==> config.mk <==
export PLATFORM = sky130hd
export DESIGN_NAME = ident_scanner
export DESIGN_NICKNAME = d
export VERILOG_FILES = /design/src/rtl/ident_scanner.sv
export SDC_FILE = /design/constraint.sdc
export NUM_CORES = 1
export LEC_CHECK = 0
export CAP_MARGIN = 20
export CORE_UTILIZATION = 53
export DETAILED_ROUTE_END_ITERATION = 8
export PLACE_DENSITY = 0.79
export SYNTH_ARGS = -nofsm -noshare
export SYNTH_HDL_FRONTEND = slang
export SYNTH_SLANG_ARGS = --single-unit
==> constraint.sdc <==
create_clock -name clk -period 5.2 [get_ports clk]
set_input_delay 1.04 -clock clk [delete_from_list [all_inputs] [get_ports clk]]
set_output_delay 1.04 -clock clk [all_outputs]
set_load 0.03 [all_outputs]
==> src/rtl/ident_scanner.sv <==
// Identifier scanner: classifies an ASCII stream into letter/digit/delimiter runs
// and reports identifiers that match the configured rule, with length and count.
//
// state | meaning
// IDLE  | between tokens, last char was a delimiter (or just out of reset)
// ALPHA | inside an identifier, last char was a letter-class char
// DIGIT | inside an identifier, last char was a digit
// SKIP  | inside a run that can never match (digit start or over-long)
module ident_scanner #(
   parameter int MAX_LEN   = 16,
   parameter int CNT_W     = 8,
   parameter int REQ_DIGIT = 1,
   parameter int ALLOW_US  = 0,
   localparam int LEN_W    = $clog2(MAX_LEN + 1)
) (
   input  logic             clk,
   input  logic             reset,
   input  logic [7:0]       char,
   input  logic             valid,
   output logic             out,
   output logic             tok_done,
   output logic [LEN_W-1:0] tok_len,
   output logic [CNT_W-1:0] tok_cnt,
   output logic             len_err
);

   typedef enum logic [1:0] {IDLE, ALPHA, DIGIT, SKIP} state_t;

   state_t           state, state_nxt;
   logic [LEN_W-1:0] len, len_nxt;
   logic             is_l, is_d;
   logic             done_nxt, err_nxt;

   assign out = (state == DIGIT) || ((state == ALPHA) && (REQ_DIGIT == 0));

   always_comb begin
      is_l = ((char >= 8'h61) && (char <= 8'h7a)) ||
             ((char >= 8'h41) && (char <= 8'h5a)) ||
             ((ALLOW_US != 0) && (char == 8'h5f));
      is_d = (char >= 8'h30) && (char <= 8'h39);
   end

   always_comb begin
      state_nxt = state;
      len_nxt   = len;
      done_nxt  = 1'b0;
      err_nxt   = 1'b0;
      if (valid) begin
         case (state)
            IDLE: begin
               if (is_l) begin
                  state_nxt = ALPHA;
                  len_nxt   = LEN_W'(1);
               end else if (is_d) begin
                  state_nxt = SKIP;
                  len_nxt   = '0;
               end else begin
                  len_nxt   = '0;
               end
            end
            ALPHA, DIGIT: begin
               if (is_l || is_d) begin
                  // One more char would overflow: abandon the run until a delimiter
                  if (len == LEN_W'(MAX_LEN)) begin
                     state_nxt = SKIP;
                     len_nxt   = '0;
                     err_nxt   = 1'b1;
                  end else begin
                     state_nxt = is_d ? DIGIT : ALPHA;
                     len_nxt   = len + 1'b1;
                  end
               end else begin
                  state_nxt = IDLE;
                  len_nxt   = '0;
                  done_nxt  = out;
               end
            end
            SKIP: begin
               if (!(is_l || is_d)) begin
                  state_nxt = IDLE;
               end
            end
            default: begin
               state_nxt = IDLE;
               len_nxt   = '0;
            end
         endcase
      end
   end

   always_ff @(posedge clk or posedge reset) begin
      if (reset) begin
         state    <= IDLE;
         len      <= '0;
         tok_done <= 1'b0;
         len_err  <= 1'b0;
         tok_len  <= '0;
         tok_cnt  <= '0;
      end else begin
         state    <= state_nxt;
         len      <= len_nxt;
         tok_done <= done_nxt;
         len_err  <= err_nxt;
         if (done_nxt) begin
            tok_len <= len;
            tok_cnt <= tok_cnt + 1'b1;
         end
      end
   end

endmodule

Word level (Yosys, flattened, before mapping)
Cells that the tools add are included.
{"block": "totals", "output_inout_bits": 16, "reg_bits": 22, "inputBits": 11}
{"block": "classes", "mux": 18, "eq_ne": 6, "add_sub_neg": 2, "magnitude_cmp": 6, "n_reduce_logical": 10}
{"operator": "$ge A8 B7 Y1 const B", "n": 2}
{"operator": "$le A8 B7 Y1 const B", "n": 2}
{"operator": "$mux W2", "n": 6}
{"operator": "$mux W5", "n": 2}
{"operator": "$pmux W5 S2", "n": 1}
{"operator": "$add A8 B1 Y8 const B", "n": 1}
{"operator": "$ge A8 B6 Y1 const B", "n": 1}
{"operator": "$le A8 B6 Y1 const B", "n": 1}
{"operator": "$mux W1", "n": 8}
{"operator": "$pmux W2 S3", "n": 1}
{"operator": "$add A5 B1 Y5 const B", "n": 1}
{"operator": "$eq A5 B5 Y1 const B", "n": 1}
{"operator": "$eq A2 B2 Y1 const B", "n": 2}
{"operator": "$logic_and A1 B1 Y1", "n": 3}
{"operator": "$ne A3 B3 Y1 const B", "n": 1}
{"operator": "$reduce_and A3 Y1", "n": 1}
{"operator": "$eq A2 B1 Y1 const B", "n": 1}
{"operator": "$logic_not A2 Y1", "n": 1}
{"operator": "$logic_or A1 B1 Y1", "n": 2}
{"operator": "$ne A2 B2 Y1 const B", "n": 1}
{"operator": "$reduce_and A2 Y1", "n": 1}
{"operator": "$reduce_bool A2 Y1", "n": 1}
{"operator": "$reduce_or A2 Y1", "n": 1}

Logic depth before layout (Yosys ltp)
Gate-level depths: netlist of the first run.
{"block": "depth", "depth_word": 7, "mapped_depth": 8, "depth_no_buf": 7}

Least setup slack after synthesis of the first run
No wires, ideal clock.
{"block": "synth_path", "path_type": "input to register", "start": "input port char[2]", "end": "register state[1]", "n_path_buf": 0, "required_time_ns": 5.075, "slack_ns": 2.871, "arrival_ns": 2.203, "setup_time_ns": 0.125, "stages": 5, "cell_sequence": "nor3_2 a21oi_2 a21o_4 a221oi_4 mux2_4"}
{"block": "synth_via", "elab_chain_len": 6, "word_cells_on_any_way": 19}
{"element": "from (decl)", "line": "18", "source": "input logic [7:0] char,"}
{"element": "$ge A8 B6 Y1, or another cell as far along", "line": "40", "source": "is_d = (char >= 8'h30) && (char <= 8'h39);"}
{"element": "$logic_and A1 B1 Y1 (on tied branches)", "line": "40, 37, 38"}
{"element": "$mux W2 or $logic_or A1 B1 Y1 (tied branches)", "line": "69, 37"}
{"element": "$mux W2 or $logic_or A1 B1 Y1 (tied branches)", "line": "64, 62, 79"}
{"element": "$mux W2 or $ne A2 B2 Y1 (tied branches)"}
{"element": "$pmux W2 S3 or $reduce_and A3 Y1 (tied branches)"}
{"element": "to (signal assigned)", "line": "100", "source": "state <= state_nxt;"}
{"element": "to (decl)", "line": "29", "source": "state_t state, state_nxt;"}
Several ways; a longest one is shown, not always the timed one.
A chain may end at the register's enable or synchronous reset.

Worst setup path after layout of the first run
{"block": "layout_path", "start": "register state[0]", "end": "output port out"}
{"block": "layout_via", "elab_chain_len": 1}
{"element": "$eq A2 B2 Y1", "line": "34", "source": "assign out = (state == DIGIT) || ((state == ALPHA) && (REQ_DIGIT == 0));"}
{"element": "to (decl)", "line": "20", "source": "output logic out,"}
Every way passes these cells.

==> results of run 1 <==
## stage by stage
step	power [mW]	worst slack [ns]	cells	area, sq um	util [%]
after floorplan	0.414	2.87	122	1200	-
after global placement	0.492	2.36	172	1490	72.7
after detailed placement	0.501	2.33	172	1490	72.7
after CTS	0.576	2.49	175	1510	73.8
after global routing	0.612	2.44	175	1510	73.8
final	0.572	2.50	175	1510	73.8
## synth_stat cells, types with 2 or more instances
library cell	count	area, sq um
sky130_fd_sc_hd__nand3_1	5	25.0
sky130_fd_sc_hd__ha_1	6	75.1
sky130_fd_sc_hd__nand2b_1	3	18.8
sky130_fd_sc_hd__nor2_1	3	11.3
sky130_fd_sc_hd__nand4_1	4	25.0
sky130_fd_sc_hd__nand2_1	22	82.6
sky130_fd_sc_hd__nor3_1	3	15.0
sky130_fd_sc_hd__a21oi_1	3	15.0
sky130_fd_sc_hd__o21ai_0	6	30.0
sky130_fd_sc_hd__xnor2_1	4	35.0
sky130_fd_sc_hd__nor2b_1	3	18.8
sky130_fd_sc_hd__nor4_1	2	12.5
sky130_fd_sc_hd__dfrtp_1	22	551
sky130_fd_sc_hd__inv_1	8	30.0
sky130_fd_sc_hd__xor2_1	3	26.3
sky130_fd_sc_hd__buf_2	2	10.0
## flip-flops by register name, indices dropped and copies added (netlist names)
name,count
len,5
len_err,1
state,2
tok_cnt,8
tok_done,1
tok_len,5
## metal layers
layer / GRT usage, % / up-vias / routed length (um) / share of wire, %
li1: - / 476 / - / -
met1: 30.2 / 467 / 1030 / 43
met2: 36.7 / 33 / 1210 / 51
met3: 1.85 / 4 / 85 / 3.6
met4: 11.4 / 0 / 51 / 2.1
met5: 0 / - / 0 / 0
## power breakdown
part | total [mW] | internal (mW) | switching (mW)
logic | 0.255 | 0.112 | 0.143
registers | 0.242 | 0.204 | 0.0380
clock network | 0.0760 | 0.0270 | 0.0490
## cells in the final DEF, fill, tap and decap left out, types with 4 or more instances in the layout
cell	instances
sky130_fd_sc_hd__clkdlybuf4s50_1	26
sky130_fd_sc_hd__dfrtp_1	22
sky130_fd_sc_hd__ha_1	6
sky130_fd_sc_hd__inv_1	8
sky130_fd_sc_hd__nand2_1	22
sky130_fd_sc_hd__nand3_1	5
sky130_fd_sc_hd__nand4_1	4
sky130_fd_sc_hd__o21ai_0	6
sky130_fd_sc_hd__xnor2_1	4
## logic make-up after synthesis
group | share of synthesized area [%]
buffers and inverters | 3.95
adders and majority gates | 6.23
AOI/OAI and AO/OA | 14.2
xor gates and xnor gates | 5.09
and+or+nand+nor | 21.8
DFF | 45.7
muxes | 3.01
## worst min-delay path: stages (launching register included)
cell,delay [ns]
sky130_fd_sc_hd__dfrtp_1,0.36
sky130_fd_sc_hd__nand2_1,0.05
sky130_fd_sc_hd__nand2_1,0.05
## final cells by class
| type | instances | share of cell area [%] |
|---|---|---|
| repair buffers | 26 | 17.3 |
| clock buffers | 3 | 1.49 |
| flip-flops and latches | 22 | 36.5 |
| well taps | 27 | 2.24 |
| multi-input cells | 88 | 40.2 |
| inverters | 9 | 2.24 |
## final timing paths
| kind | start | end | slack, ns | cells after the start |
|---|---|---|---|---|
| max in group asynchronous | reset | len_err | 3.48 | 2 |
| worst max-delay path | state[0] | out | 2.50 | 3 |
| worst max register to register | state[1] | tok_cnt[4] | 3.14 | 7 |
| worst min-delay path | tok_len[3] | tok_len[3] | 0.49 | 2 |
| min in group asynchronous | reset | tok_cnt[3] | 1.20 | 2 |
| worst min register to register | tok_len[3] | tok_len[3] | 0.49 | 2 |
==> summary.json, run 1 <==
{
  "setup_path": {
    "timing.setup.critical_path_class": "reg -> out",
    "critPathCaptureType": "output port",
    "combined_buffer_and_inverter_count_along_the_critical_path": 2,
    "timing.critical_path.slowest_stage_cell": "sky130_fd_sc_hd__clkdlybuf4s50_1",
    "critical_path.top_delay_family": "buffers and inverters",
    "crit_path_start_kind": "flip-flop",
    "critPathArrivalTime_ns": 1.66,
    "timing.critical_path.fanout_max": 3,
    "critical-path-max-stage-delay_ns": 0.68,
    "critPathRequiredTime_ns": 4.16,
    "timing.critical_path.cells": "inv_1 > ha_1 > clkdlybuf4s50_1"
  },
  "die": {
    "chipWidth_um": 49.7,
    "fp.dieH_um": 49.7,
    "number_of_primary_i_o_pins": 27,
    "core.rowCount": 16,
    "die_area_sq_um": 2470,
    "initial_utilization_pct": 59.0,
    "placeableCoreArea_sq_um": 2040
  },
  "placed_design": {
    "routability_congestion_estimate": 0.775,
    "place_hpwl_um": 1840,
    "buffer_ports.inserted": 26
  },
  "grt": {
    "globalRouteOverflowTotal": 0,
    "grt_pass1_wl_um": 4200,
    "antenna_found_initial": 0,
    "grt_start_max_net_pins": 23,
    "grt_pass1_vias": 934,
    "grtUsageTotal_pct": 22.7
  },
  "yosys": {
    "synth.net_count": 139,
    "number_of_flops_mapped_to_enable_cells_by_yosys": 0,
    "synth-async-reset-ratio_pct": 100,
    "postSynth.topFlopCell": "sky130_fd_sc_hd__dfrtp_1",
    "post_synth.cell_area_avg_sq_um": 9.88,
    "synth.ff_latch_count": 22,
    "ys_types": 39,
    "synthCells": 122,
    "yosysSeqAreaShare_pct": 45.7,
    "ys.warnings.count": 0,
    "syn-cell-area_sq_um": 1200
  },
  "sta": {
    "report.final.hold_viol_count": 0,
    "worstMarginPinSlew_ns": 0.841,
    "timing.fmax_mhz": 371,
    "finalClockSkew_ns": 0.00329,
    "layout_min_cycle_time_ns": 2.70,
    "rsz0062_at_grt": "false",
    "timing.max_slew.rel_slack_pct": 43.9,
    "setup-violations-final": 0,
    "fin_tns_setup_ns": 0,
    "ratio_of_final_minimum_period_to_clock_period_pct": 51.9,
    "final-max-slew-violation-count": 0,
    "hold-worst-slack_ns": 0.486
  },
  "clocking": {
    "cts.root.buffer_cell": "sky130_fd_sc_hd__clkbuf_4",
    "path_clk_slew_ns": 0.12,
    "post_cts.resized_instances": 0,
    "max_h_tree_level": 1,
    "cts_tree": "yes",
    "postCtsHoldBufs": 0,
    "worst_skew_pair.late_latency_ns": 0.30,
    "clkSinkCount": 22,
    "cts_buffers": 3,
    "cts.repair_timing.setup_buffer_count": 0,
    "cts.path.max_buffers": 2
  },
  "layout": {
    "sequential_cell_area_sq_um": 551,
    "antenna_cells_inserted": 0,
    "number_of_nets_at_the_end_of_the_flow": 167,
    "fillCellCount": 169,
    "multi_input_area_sq_um": 607,
    "syn2layout_area_growth_pct": 25.1,
    "drive_above_1_share_pct": 10.1
  },
  "min_path": {
    "hp-class": "reg -> reg"
  },
  "power_and_ir_drop": {
    "power-per-cell-area_nw_per_um2": 380,
    "leakagePower_nw": 0.682,
    "power.ir.vdd_worst_mv": 0.274
  },
  "routing": {
    "remaining_drc_errors": 0,
    "first_iter_violations": 24,
    "routed_wire_length_per_instance_um": 13.6,
    "antenna_violating_nets_post_route": 0,
    "drt-total-wl_um": 2380,
    "detail_route.first_pass.iterations": 4,
    "drt-vias-per-instance": 5.60,
    "via_count": 980
  },
  "status": {
    "run_status": "complete, no violations"
  },
  "job": {
    "drv_cap": 0
  }
}
Power figures use the tool's default switching activity.
==> run 2: changes to the inputs <==
- CORE_UTILIZATION: 53 -> 49
- PLACE_DENSITY: 0.79 -> 0.74
- clock period: 5.2 -> 2.75 ns (I/O delays scaled with it)
==> run 2 against run 1 <==
Power up 96%. Clock skew down 0.0017 ns. Highest routed layer unchanged. Combinational power up 90%. Cell area up 1.0%. Clock-buffer cell count up 1. Largest power group unchanged. Worst setup slack worse by 2.0 ns. Die area up 7.8%. Final cell count up 1.1%. Sequential power up 89%.
==> summary.json, run 2 (synthesized netlist as in run 1, its figures left out) <==
{
  "setup_path": {
    "critical_path.top_delay_family": {"value": "buffers and inverters", "change": "unchanged"},
    "critical-path-max-stage-delay": {"value": 0.68, "unit": "ns", "change": "about the same"},
    "crit_path_start_kind": {"value": "flip-flop", "change": "unchanged"},
    "rr_worst_depth": {"value": 7, "change": "unchanged"},
    "critPathCaptureType": {"value": "output port", "change": "unchanged"},
    "timing.critical_path.fanout_max": {"value": 3, "change": "unchanged"},
    "critPathRequiredTime": {"value": 2.20, "unit": "ns", "change": "was 4.16 ns"},
    "combined_buffer_and_inverter_count_along_the_critical_path": {"value": 2, "change": "unchanged"},
    "crit-reg2reg-launch": {"value": "state[1]", "change": "unchanged"},
    "reg2reg_to": {"value": "tok_cnt[4]", "change": "unchanged"},
    "setup_slack_of_the_worst_register_to_register_path": {"value": 0.69, "unit": "ns", "change": "was 3.14 ns"},
    "timing.setup.critical_path_class": {"value": "reg -> out", "change": "unchanged"},
    "cp_num_cells": {"value": 3, "change": "unchanged"},
    "timing.critical_path.slowest_stage_cell": {"value": "sky130_fd_sc_hd__clkdlybuf4s50_1", "change": "unchanged"},
    "critPathArrivalTime": {"value": 1.67, "unit": "ns", "change": "was 1.66 ns"},
    "timing.critical_path.cells": {"value": "inv_1 > ha_1 > clkdlybuf4s50_1", "change": "unchanged"}
  },
  "layout": {
    "drive_above_1_share": {"value": 10.7, "unit": "%", "change": "was 10.1%"},
    "antenna_cells_inserted": {"value": 0, "change": "unchanged"},
    "largest-register": {"value": "tok_cnt", "change": "unchanged"},
    "layout.cells.most_common": {"value": "sky130_fd_sc_hd__clkdlybuf4s50_1", "change": "unchanged"},
    "number_of_nets_at_the_end_of_the_flow": {"value": 167, "change": "unchanged"},
    "syn2layout_area_growth": {"value": 26.4, "unit": "%", "change": "was 25.1%"},
    "multi_input_area": {"value": 607, "unit": "sq um", "change": "unchanged"},
    "sequential_cell_area": {"value": 551, "unit": "sq um", "change": "unchanged"},
    "largest_register_ff_count": {"value": 8, "change": "unchanged"},
    "top_regs": {"value": "tok_cnt x8, len x5, tok_len x5", "change": "unchanged"},
    "finish.utilization": {"value": 67.5, "unit": "%", "change": "was 73.8%"},
    "fillCellCount": {"value": 211, "change": "was 169"},
    "mostFrequentLayoutCells": {"value": "sky130_fd_sc_hd__clkdlybuf4s50_1, sky130_fd_sc_hd__nand2_1, sky130_fd_sc_hd__dfrtp_1", "change": "unchanged"}
  },
  "die": {
    "number_of_primary_i_o_pins": {"value": 27, "change": "unchanged"},
    "placeableCoreArea": {"value": 2250, "unit": "sq um", "change": "was 2040 sq um"},
    "chipWidth": {"value": 51.6, "unit": "um", "change": "was 49.7 um"},
    "initial_utilization": {"value": 53.4, "unit": "%", "change": "was 59.0%"},
    "core.rowCount": {"value": 17, "change": "was 16"},
    "die_area": {"value": 2660, "unit": "sq um", "change": "was 2470 sq um"},
    "fp.dieH": {"value": 51.6, "unit": "um", "change": "was 49.7 um"}
  },
  "sta": {
    "finalClockSkew": {"value": 0.00158, "unit": "ns", "change": "was 0.00329 ns"},
    "final-max-slew-violation-count": {"value": 0, "change": "unchanged"},
    "layout_min_cycle_time_ns": 2.22,
    "timing.fmax_mhz": 450,
    "setup-violations-final": {"value": 0, "change": "unchanged"},
    "ratio_of_final_minimum_period_to_clock_period_pct": 80.9,
    "report.final.hold_viol_count": {"value": 0, "change": "unchanged"},
    "fin_tns_setup": {"value": 0, "unit": "ns", "change": "unchanged"},
    "rsz0062_at_grt": {"value": "false", "change": "unchanged"},
    "worstMarginPinSlew": {"value": 0.809, "unit": "ns", "change": "was 0.841 ns"},
    "timing.max_slew.rel_slack": {"value": 46.0, "unit": "%", "change": "was 43.9%"}
  },
  "routing": {
    "via_count": {"value": 982, "change": "was 980"},
    "antenna_violating_nets_post_route": {"value": 0, "change": "unchanged"},
    "detail_route.first_pass.iterations": {"value": 4, "change": "unchanged"},
    "drt-vias-per-instance": {"value": 5.55, "change": "was 5.60"},
    "routed_wire_length_per_instance": {"value": 13.7, "unit": "um", "change": "was 13.6 um"},
    "drt-total-wl": {"value": 2430, "unit": "um", "change": "was 2380 um"},
    "remaining_drc_errors": {"value": 0, "change": "unchanged"},
    "first_iter_violations": {"value": 18, "change": "was 24"}
  },
  "placed_design": {
    "place_hpwl": {"value": 1850, "unit": "um", "change": "was 1840 um"},
    "routability_congestion_estimate": {"value": 0.763, "change": "was 0.775"},
    "buffer_ports.inserted": {"value": 26, "change": "unchanged"}
  },
  "min_path": {
    "hold-path-endpoint": {"value": "tok_cnt[7]", "change": "was tok_len[3]"},
    "worstHoldStart": {"value": "tok_cnt[7]", "change": "was tok_len[3]"},
    "hp-class": {"value": "reg -> reg", "change": "unchanged"},
    "timing.hold.worst_path_depth": {"value": 1, "change": "was 2"}
  },
  "grt": {
    "grtUsageTotal": {"value": 21.9, "unit": "%", "change": "was 22.7%"},
    "grt_pass1_vias": {"value": 971, "change": "was 934"},
    "grt_pass1_wl": {"value": 4300, "unit": "um", "change": "was 4200 um"},
    "globalRouteOverflowTotal": {"value": 0, "change": "unchanged"},
    "grt_start_max_net_pins": {"value": 23, "change": "unchanged"},
    "antenna_found_initial": {"value": 0, "change": "unchanged"}
  },
  "clocking": {
    "post_cts.resized_instances": {"value": 0, "change": "unchanged"},
    "cts.repair_timing.setup_buffer_count": {"value": 0, "change": "unchanged"},
    "worst_skew_pair.late_latency": {"value": 0.30, "unit": "ns", "change": "about the same"},
    "clkSinkCount": {"value": 22, "change": "unchanged"},
    "cts_tree": {"value": "yes", "change": "unchanged"},
    "postCtsHoldBufs": {"value": 0, "change": "unchanged"},
    "cts_buffers": {"value": 3, "change": "unchanged"},
    "cts.root.buffer_cell": {"value": "sky130_fd_sc_hd__clkbuf_4", "change": "unchanged"},
    "cts.path.max_buffers": {"value": 2, "change": "unchanged"},
    "path_clk_slew": {"value": 0.12, "unit": "ns", "change": "about the same"},
    "max_h_tree_level": {"value": 1, "change": "unchanged"}
  },
  "power_and_ir_drop": {
    "power.ir.vdd_worst": {"value": 0.681, "unit": "mV", "change": "was 0.274 mV"},
    "leakagePower": {"value": 0.690, "unit": "nW", "change": "was 0.682 nW"},
    "power-per-cell-area": {"value": 736, "unit": "nW/um^2", "change": "was 380 nW/um^2"}
  },
  "status": {
    "run_status": {"value": "complete, no violations", "change": "unchanged"}
  },
  "job": {
    "drv_cap": {"value": 0, "change": "unchanged"}
  }
}
==> run 2: cell types whose count changed in the layout (fill, tap and decap cells not counted) <==
cell	change
sky130_fd_sc_hd__clkbuf_8	+1
==> run 2: how the worst max path moves through the flow <==
stage | startpoint | endpoint
5_1_grt | state[0] | out
2_1_floorplan | char[2] | state[1]
6_report | state[0] | out
4_1_cts | state[0] | out
3_3_place_gp | char[2] | tok_cnt[4]
3_5_place_dp | char[1] | state[1]
==> run 2: where the power goes <==
| part | internal, mW | switching [mW] |
|---|---|---|
| clock | 0.0808 | 0.0978 |
| sequential | 0.385 | 0.0730 |
| combinational | 0.212 | 0.272 |
==> run 2: worst reg2reg max path, stage by stage (launching register included) <==
cell	delay, ns
sky130_fd_sc_hd__dfrtp_1	0.42
sky130_fd_sc_hd__inv_1	0.06
sky130_fd_sc_hd__ha_1	0.44
sky130_fd_sc_hd__nand3_1	0.17
sky130_fd_sc_hd__a211o_2	0.42
sky130_fd_sc_hd__inv_2	0.15
sky130_fd_sc_hd__nand4_1	0.13
sky130_fd_sc_hd__xnor2_1	0.16
==> run 2: cell type report <==
| type | count | area share [%] |
|---|---|---|
| Clock buffer | 4 | 2.38 |
| Tap cell | 28 | 2.30 |
| Multi-Input combinational cell | 88 | 39.9 |
| Timing Repair Buffer | 26 | 17.1 |
| Sequential cell | 22 | 36.2 |
| Inverter | 9 | 2.22 |
==> run 2: stage by stage <==
stage	area, sq um	hold slack (ns)	instances	setup slack, ns	total power, mW
floorplan	1200	0.488	122	0.911	0.783
global placement	1490	0.455	173	0.400	0.929
detailed placement	1490	0.455	173	0.340	0.947
CTS	1520	0.476	177	0.519	1.12
global route	1520	0.504	177	0.463	1.19
finish	1520	0.473	177	0.527	1.12
==> run 2: routing by layer <==
metal / GRT usage [%] / up-vias / part of all wire (%)
li1: - / 475 / -
met1: 28.5 / 468 / 45
met2: 37.9 / 35 / 50
met3: 1.75 / 4 / 3.9
met4: 8.11 / 0 / 1.3
met5: 0 / - / 0
